**src/rtl/spi_arb_pkg.sv**
```systemverilog
// spi_arb_pkg: shared types and constants for the SPI transaction arbiter
//   BYTE_W      - width of one SPI transfer
//   arb_state_t - arbiter FSM states
package spi_arb_pkg;
    localparam int BYTE_W = 8;
    typedef enum logic [2:0] {
        IDLE,
        LAUNCH,
        WAIT_LOW,
        WAIT_HIGH,
        RESP,
        HOLD
    } arb_state_t;
endpackage

```
**src/rtl/spi_rr_pick.sv**
```systemverilog
// spi_rr_pick: combinational round-robin picker
//   req   - request vector
//   ptr   - highest-priority index, search runs upward with wrap
//   idx   - winning requester index
//   valid - at least one request present
module spi_rr_pick #(
    parameter int NUM_REQ = 4,
    parameter int IDX_W   = 2
) (
    input  logic [NUM_REQ-1:0] req,
    input  logic [IDX_W-1:0]   ptr,
    output logic [IDX_W-1:0]   idx,
    output logic               valid
);
    // Scan offsets from farthest to nearest so the nearest request to ptr wins.
    always_comb begin
        idx   = '0;
        valid = 1'b0;
        for (int k = NUM_REQ - 1; k >= 0; k--) begin
            if (req[(int'(ptr) + k) % NUM_REQ]) begin
                idx   = IDX_W'((int'(ptr) + k) % NUM_REQ);
                valid = 1'b1;
            end
        end
    end
endmodule

```
**src/rtl/spi_txn_arbiter.sv**
```systemverilog
// spi_txn_arbiter: shares one SPI byte engine among NUM_REQ requesters
//   clk, rst       - clock, asynchronous active-high reset
//   req/req_data/req_last - per-requester request level, TX byte, burst end
//   gnt, ack       - one-hot owner and one-cycle completion pulse
//   rsp_data/rsp_err - received byte and timeout flag, valid with ack
//   busy           - arbiter not idle
//   drv_start/drv_data - start pulse and TX byte to the engine
//   drv_en_n/drv_rx - engine active-low enable and received byte
module spi_txn_arbiter
    import spi_arb_pkg::*;
#(
    parameter int NUM_REQ = 4,
    parameter int TIMEOUT = 255,
    parameter int CNT_W   = 10
) (
    input  logic                      clk,
    input  logic                      rst,
    input  logic [NUM_REQ-1:0]        req,
    input  logic [NUM_REQ*BYTE_W-1:0] req_data,
    input  logic [NUM_REQ-1:0]        req_last,
    output logic [NUM_REQ-1:0]        gnt,
    output logic [NUM_REQ-1:0]        ack,
    output logic [BYTE_W-1:0]         rsp_data,
    output logic                      rsp_err,
    output logic                      busy,
    output logic                      drv_start,
    output logic [BYTE_W-1:0]         drv_data,
    input  logic                      drv_en_n,
    input  logic [BYTE_W-1:0]         drv_rx
);
    localparam int IDX_W = $clog2(NUM_REQ);

    arb_state_t       state, next;
    logic [IDX_W-1:0] owner, ptr, nxt_ptr, pick_idx;
    logic             pick_vld, last_q, timed_out, done, abort;
    logic [CNT_W-1:0] cnt;

    spi_rr_pick #(.NUM_REQ(NUM_REQ), .IDX_W(IDX_W)) u_pick (
        .req   (req),
        .ptr   (ptr),
        .idx   (pick_idx),
        .valid (pick_vld)
    );

    assign nxt_ptr   = (owner == IDX_W'(NUM_REQ - 1)) ? '0 : owner + 1'b1;
    assign timed_out = cnt >= CNT_W'(TIMEOUT - 1);
    assign done      = (state == WAIT_HIGH) && drv_en_n;
    // A late falling edge in WAIT_LOW still moves on; only a stalled wait aborts.
    assign abort     = timed_out && (((state == WAIT_LOW) && drv_en_n) ||
                                     ((state == WAIT_HIGH) && !drv_en_n));

    always_ff @(posedge clk or posedge rst) begin
        if (rst) state <= IDLE;
        else     state <= next;
    end

    always_comb begin
        next = state;
        case (state)
            IDLE:      next = pick_vld ? LAUNCH : IDLE;
            LAUNCH:    next = WAIT_LOW;
            WAIT_LOW:  next = !drv_en_n ? WAIT_HIGH : (abort ? RESP : WAIT_LOW);
            WAIT_HIGH: next = (done || abort) ? RESP : WAIT_HIGH;
            RESP:      next = (!last_q && !rsp_err) ? HOLD : IDLE;
            HOLD:      next = req[owner] ? LAUNCH : IDLE;
            default:   next = IDLE;
        endcase
    end

    always_comb begin
        busy      = state != IDLE;
        drv_start = state == LAUNCH;
        gnt       = (state != IDLE) ? NUM_REQ'(1) << owner : '0;
        ack       = (state == RESP) ? NUM_REQ'(1) << owner : '0;
    end

    always_ff @(posedge clk or posedge rst) begin
        if (rst) begin
            owner    <= '0;
            ptr      <= '0;
            last_q   <= 1'b0;
            cnt      <= '0;
            drv_data <= '0;
            rsp_data <= '0;
            rsp_err  <= 1'b0;
        end else begin
            case (state)
                IDLE: if (pick_vld) begin
                    owner    <= pick_idx;
                    drv_data <= req_data[int'(pick_idx)*BYTE_W +: BYTE_W];
                    last_q   <= req_last[pick_idx];
                end
                LAUNCH: cnt <= '0;
                WAIT_LOW, WAIT_HIGH: begin
                    cnt <= cnt + 1'b1;
                    if (done) begin
                        rsp_data <= drv_rx;
                        rsp_err  <= 1'b0;
                    end else if (abort) begin
                        rsp_data <= '0;
                        rsp_err  <= 1'b1;
                        last_q   <= 1'b1;
                    end
                end
                RESP: if (last_q || rsp_err) ptr <= nxt_ptr;
                HOLD: if (req[owner]) begin
                    drv_data <= req_data[int'(owner)*BYTE_W +: BYTE_W];
                    last_q   <= req_last[owner];
                end else begin
                    ptr <= nxt_ptr;
                end
                default: ;
            endcase
        end
    end
endmodule

```
**config.mk**
```make
export PLATFORM = sky130hd
export DESIGN_NAME = spi_txn_arbiter
export DESIGN_NICKNAME = d
export VERILOG_FILES = /design/src/rtl/spi_arb_pkg.sv /design/src/rtl/spi_rr_pick.sv /design/src/rtl/spi_txn_arbiter.sv
export SDC_FILE = /design/constraint.sdc
export NUM_CORES = 1
export LEC_CHECK = 0
export CORE_MARGIN = 2
export CORE_UTILIZATION = 40
export DETAILED_ROUTE_END_ITERATION = 6
export HOLD_SLACK_MARGIN = 0.05
export PLACE_DENSITY_LB_ADDON = 0.25
export REMOVE_ABC_BUFFERS = 1
export SKIP_CTS_REPAIR_TIMING = 1
export SLEW_MARGIN = 20
export SYNTH_ARGS = -nofsm -noshare
export SYNTH_HDL_FRONTEND = slang
export SYNTH_SLANG_ARGS = --single-unit
```
**constraint.sdc**
```tcl
create_clock -name clk -period 1.9 [get_ports clk]
set_input_delay 0.19 -clock clk [delete_from_list [all_inputs] [get_ports clk]]
set_output_delay 0.19 -clock clk [all_outputs]
set_load 0.01 [all_outputs]
```
== After elaboration in Yosys (flattened, before gate mapping) ==
Cells that the tools add are included.

* $add $sub $neg: 5
* Order comparisons: 7
* Equality and inequality tests: 12
* Shift operators: 3
* Mux-type cells: 50
* Bitwise logic cells: 3
* Reduce and logical (&&, ||, !) cells: 27

{| class="wikitable"
|+ Operator list
! kind !! count
|-
| $shiftx 32x6->8 || 2
|-
| $mux 8 || 4
|-
| $mux 1 || 21
|-
| $pmux 10 s2 || 1
|-
| $pmux 3 s6 || 1
|-
| $pmux 8 s2 || 1
|-
| $bmux 1 s2 || 7
|-
| $mux 2 || 7
|-
| $lt 3x4->1 const B || 3
|-
| $mux 3 || 4
|-
| $add 10x1->10 const B || 1
|-
| $ge 10x8->1 const B || 1
|-
| $ne 2x2->1 const B || 5
|-
| $lt 2x3->1 const B || 3
|-
| $mux 4 || 2
|-
| $reduce_bool 2->1 || 4
|-
| $reduce_or 2->1 || 4
|-
| $eq 3x2->1 const B || 2
|-
| $eq 3x3->1 const B || 2
|-
| $reduce_and 3->1 || 2
|-
| $reduce_bool 3->1 || 2
|-
| $logic_and 1x1->1 || 5
|-
| $reduce_and 5->1 || 1
|-
| $add 2x1->2 const B || 2
|-
| 12 further kinds || 20
|}

* Register bits after elaboration: 35
* Input port bits: 51
* Word-level logic and storage cells: 115

== Logic depth before layout (Yosys ltp) ==
* Depth after elaboration: 14
* Gate-level depth with buffers: 8
* Mapped depth without buffers: 7

== Hierarchy ==
From an unflattened synthesis, not the netlist that was laid out.

* Cell total of the unflattened synthesis: 224
* Area total of the unflattened synthesis: 2184.6 um2

{| class="wikitable"
|+ By module, submodules not included
! module !! times used !! cells each !! area an instance (um2) !! seq. area each (um2)
|-
| spi_txn_arbiter || 1 || 211 || 2107.0 || 875.8
|-
| spi_rr_pick || 1 || 13 || 77.6 || 0.0
|}

== Worst setup path before layout ==
OpenSTA, ideal clock, no wires.

* Path kind: register to register
* Start: register owner[1]
* End: register ptr[1]
* Arrival: 1838 ps
* Slack: -62 ps
* Stages on the path, launching flop included: 4
* Buffers on the path: 0
* Period minus slack after synthesis: 1962 ps
* Cells stage by stage: dfrtp_1 -> mux4_2 -> a2111oi_2 -> mux2_2

* Longest elaborated chain between the ends: 4

{| class="wikitable"
|+ RTL lines
! item !! line !! RTL
|-
| from (decl) || spi_txn_arbiter.sv:34 || <nowiki>logic [IDX_W-1:0] owner, ptr, nxt_ptr, pick_idx;</nowiki>
|-
| from (signal assigned) || spi_txn_arbiter.sv:89 || <nowiki>owner <= pick_idx;</nowiki>
|-
| $add 2x1->2, or another cell as far along || spi_txn_arbiter.sv:45 || <nowiki>assign nxt_ptr = (owner == IDX_W'(NUM_REQ - 1)) ? '0 : owner + 1'b1;</nowiki>
|-
| $mux 2 or $mux 1 (tied branches) || spi_txn_arbiter.sv:45, spi_txn_arbiter.sv:106 ||
|-
| $mux 2, or another cell as far along || spi_txn_arbiter.sv:106 || <nowiki>HOLD: if (req[owner]) begin</nowiki>
|-
| $pmux 2 s2 or $reduce_and 3->1 (tied branches) || -- ||
|-
| to (signal assigned) || spi_txn_arbiter.sv:105 || <nowiki>RESP: if (last_q || rsp_err) ptr <= nxt_ptr;</nowiki>
|-
| to (signal assigned) || spi_txn_arbiter.sv:110 || <nowiki>ptr <= nxt_ptr;</nowiki>
|-
| to (decl) || spi_txn_arbiter.sv:34 ||
|}

Several ways; a longest one is shown, not always the timed one. The select of a mux whose other input is x is not followed.
A chain may end at the register's enable or synchronous reset.

== Final worst setup path ==
* Start: register state[0]
* End: register drv_data[0]

* Longest elaborated chain between the ends: 3

{| class="wikitable"
|+ RTL lines
! item !! line !! RTL
|-
| from (decl) || spi_txn_arbiter.sv:33 || <nowiki>arb_state_t state, next;</nowiki>
|-
| from (signal assigned) || spi_txn_arbiter.sv:54 || <nowiki>else state <= next;</nowiki>
|-
| $eq 3x3->1 or $logic_not 3->1 (tied branches) || spi_txn_arbiter.sv:87 || <nowiki>case (state)</nowiki>
|-
| $ne 2x2->1 (no line) or $reduce_bool 2->1 (tied branches) || -- ||
|-
| $reduce_and 3->1 (no line) || -- ||
|-
| to (signal assigned) || spi_txn_arbiter.sv:90 || <nowiki>drv_data <= req_data[int'(pick_idx)*BYTE_W +: BYTE_W];</nowiki>
|-
| to (signal assigned) || spi_txn_arbiter.sv:107 || <nowiki>drv_data <= req_data[int'(owner)*BYTE_W +: BYTE_W];</nowiki>
|-
| to (decl) || spi_txn_arbiter.sv:27 || <nowiki>output logic [BYTE_W-1:0] drv_data,</nowiki>
|}

Several ways; a longest one is shown, not always the timed one.

==> impl_metrics.ini <==
[timing]
fin_crit_sh = 0.958
slew_headroom = 0.706
clock.fmax_mhz = 550
rsz0062_at_grt = yes
setup_viol = 0
slew_viol_final = 0
layout_min_cycle_time_ns = 1.82
finClkSkew_ns = 0.00984
finalHoldViolations = 0
tightest_slew_ns = 0.441
whs_ns = 0.295
setup_slack_ns = 0.0806

[floorplanning]
die_w_um = 76.9
die-area_sq_um = 5910
start_util = 0.416
dieHeight_um = 76.9
num_rows = 26
coreArea_sq_um = 5110
pin_count = 78

[global_routing]
antenna_found_initial = 0
grt_pass1_vias = 1847
grt_pass1_wl_um = 8990
grt_usage = 0.189
grt_max_degree = 36
overflow = 0

[routing]
routedWlPerCell_um = 14.7
drt-pass1-iter-count = 4
drt-initial-drc-count = 130
vias = 1949
drc = 0
drtAntennaViolNets = 0
wirelength_um = 5550
viasPerCell = 5.16

[clock_network]
cts_sinks = 35
htreeDepth = 2
clkTransAtPathRegs_ns = 0.09
clockRootBuffer = clkbuf_8
cts_tree = built
max-clock-path-buffers = 2
insertion_delay_ns = 0.30
numCtsBuffers = 5

[worst_setup_path]
crit_chain = buf_4 -> and3_4 -> mux2i_4 -> buf_12 -> mux2i_2 -> a221oi_2
slowest_delay_ns = 0.39
critical_path_class = reg2reg
required_ns = 2.06
worstSetupEndpointType = flip-flop
cpMaxStageDelayCell = dfrtp_1
critPathArrivalTime_ns = 1.98
critPathLaunchType = flip-flop
critPathMaxFanout = 16

[logic_synthesis]
yosysWarnings = 0
yosys.cell_types.count = 46
synth-seq-cells = 35
syn-instance-count = 202
synth_edf_count = 0
synthArstFlopShare = 1.00
yosysSeqAreaShare = 0.412
ys.flop_type = dfrtp_1
syn_area_per_cell_sq_um = 10.5
netlist_area_sq_um = 2120

[placed_design]
dp_hpwl_um = 4070
gp_congestion = 0.785
port_buffers = 77
preCtsSetupSlack_ns = -0.242
postPlaceCellArea_sq_um = 3130

[final_layout]
antennaDiodeCount = 0
multi_input_area_sq_um = 1190
post_route_cells_drive_above_1_share = 0.224
fillers = 416
final_cell_area_sq_um = 3350
seq_area_sq_um = 877
syn_to_final_growth_pct = 57.7
fin_nets = 364

[worst_hold_path]
hold_path.class = in2async

[outcome]
status = finished, final reports clean

[run]
cap_viol_max_count = 0

[power_and_ir_drop]
powerDensity_nw_per_um2 = 1350
power_uw = 4510
ir_drop_v = 0.000819
p_leak_uw = 0.00166
[synthesized netlist by cell type (all sizes together) (2+ instances only)]
cell | n | area, sq um
a21oi | 6 | 30.0
a21o | 2 | 15.0
o21ai | 10 | 50.1
ha | 6 | 75.1
nor2b | 3 | 18.8
nand4 | 4 | 25.0
or3 | 2 | 12.5
a22o | 9 | 80.1
inv | 11 | 41.3
mux4 | 2 | 45.0
clkbuf | 5 | 18.8
buf | 5 | 52.6
nor3 | 2 | 10.0
o31a | 2 | 18.8
nor2 | 25 | 96.4
a211o | 2 | 17.5
nand3 | 3 | 15.0
a221oi | 8 | 120
a31oi | 2 | 18.8
mux2 | 2 | 22.5
xor2 | 6 | 52.6
nand2 | 9 | 33.8
mux2i | 20 | 213
and3 | 9 | 62.6
dfrtp | 35 | 876
and2b | 2 | 15.0
[power by group]
group	internal [uW]	total (uW)	switching, uW
registers	1040	1230	191
logic	1390	2590	1200
clock network	398	701	303
total	2820	4510	1690
[per-layer routing]
| metal | wire length [um] | global-route usage |
|---|---|---|
| met5 | 0 | 0 |
| met4 | 100 | 0.0600 |
| met3 | 326 | 0.0459 |
| met2 | 2750 | 0.306 |
| met1 | 2370 | 0.249 |
[stage by stage]
stage / TNS [ns] / utilization / instances
CTS: -1.52 / 0.636 / 375
global route: -0.186 / 0.656 / 378
global placement: -1.81 / 0.614 / 367
finish: 0 / 0.656 / 378
floorplan: -0.469 / - / 192
detailed placement: -2.26 / 0.614 / 367
[kinds of logic (layout without fill, tap and decap cells)]
family	Yosys count	in the layout	share of synthesized area
AOI/OAI and AO/OA	49	49	0.198
xor gates and xnor gates	7	7	0.0289
adders and majority gates	6	6	0.0353
buffers and inverters	21	127	0.0530
DFF	35	35	0.412
muxes	24	24	0.132
and+or+nand+nor	60	60	0.140
[worst max-delay path, delay by kind of cell, from the launching register on]
kind	cells	cell delay (ns)
multiplexers	2	0.53
buffers and inverters	2	0.41
flip-flops	1	0.39
AND/OR/NAND/NOR	1	0.27
AO/OA/AOI/OAI	1	0.08
[layout by cell type, fill, tap and decap left out, drive strengths merged, types with 2 or more instances in the layout]
master,n
a211o,2
nand2,9
nor3,2
nand3,3
nand4,4
ha,6
o31a,2
a21oi,6
and3,9
dfrtp,35
mux2i,20
nor2b,3
o21ai,10
xor2,6
clkbuf,5
and2b,2
or3,2
a21o,2
clkdlybuf4s50,68
mux4,2
inv,12
mux2,2
a22o,9
nor2,25
dlymetal6s2s,9
buf,31
a221oi,8
a31oi,2
[area by class of cell]
| type | instances | share of cell area |
|---|---|---|
| Sequential cell | 35 | 0.262 |
| Timing Repair Buffer | 108 | 0.310 |
| Multi-Input combinational cell | 146 | 0.355 |
| Clock buffer | 5 | 0.0205 |
| Inverter | 11 | 0.0123 |
| Tap cell | 70 | 0.0261 |
| Clock inverter | 3 | 0.0142 |
[registers in the layout, indices dropped and copies added, names as in the netlist]
name	count
rsp_data	8
ptr	2
owner	2
last_q	1
drv_data	8
state	3
rsp_err	1
cnt	10
[worst paths after layout]
check                           cells after the start  slack (ns)                      end                     from
worst max-delay path                                6        0.08  drv_data[0]$_DFFE_PP0P_       state[0]$_DFF_PP0_
worst min-delay path                                3        0.29  drv_data[2]$_DFFE_PP0P_                      rst
worst max register to register                      6        0.08  drv_data[0]$_DFFE_PP0P_       state[0]$_DFF_PP0_
worst min register to register                      1        0.50  rsp_data[3]$_DFFE_PP0P_  rsp_data[3]$_DFFE_PP0P_
max in group asynchronous                           3        1.26       state[1]$_DFF_PP0_                      rst
min in group clk                                    2        0.50  rsp_data[6]$_DFFE_PP0P_                drv_rx[6]
Note: power is estimated with default switching activity, not from simulation.
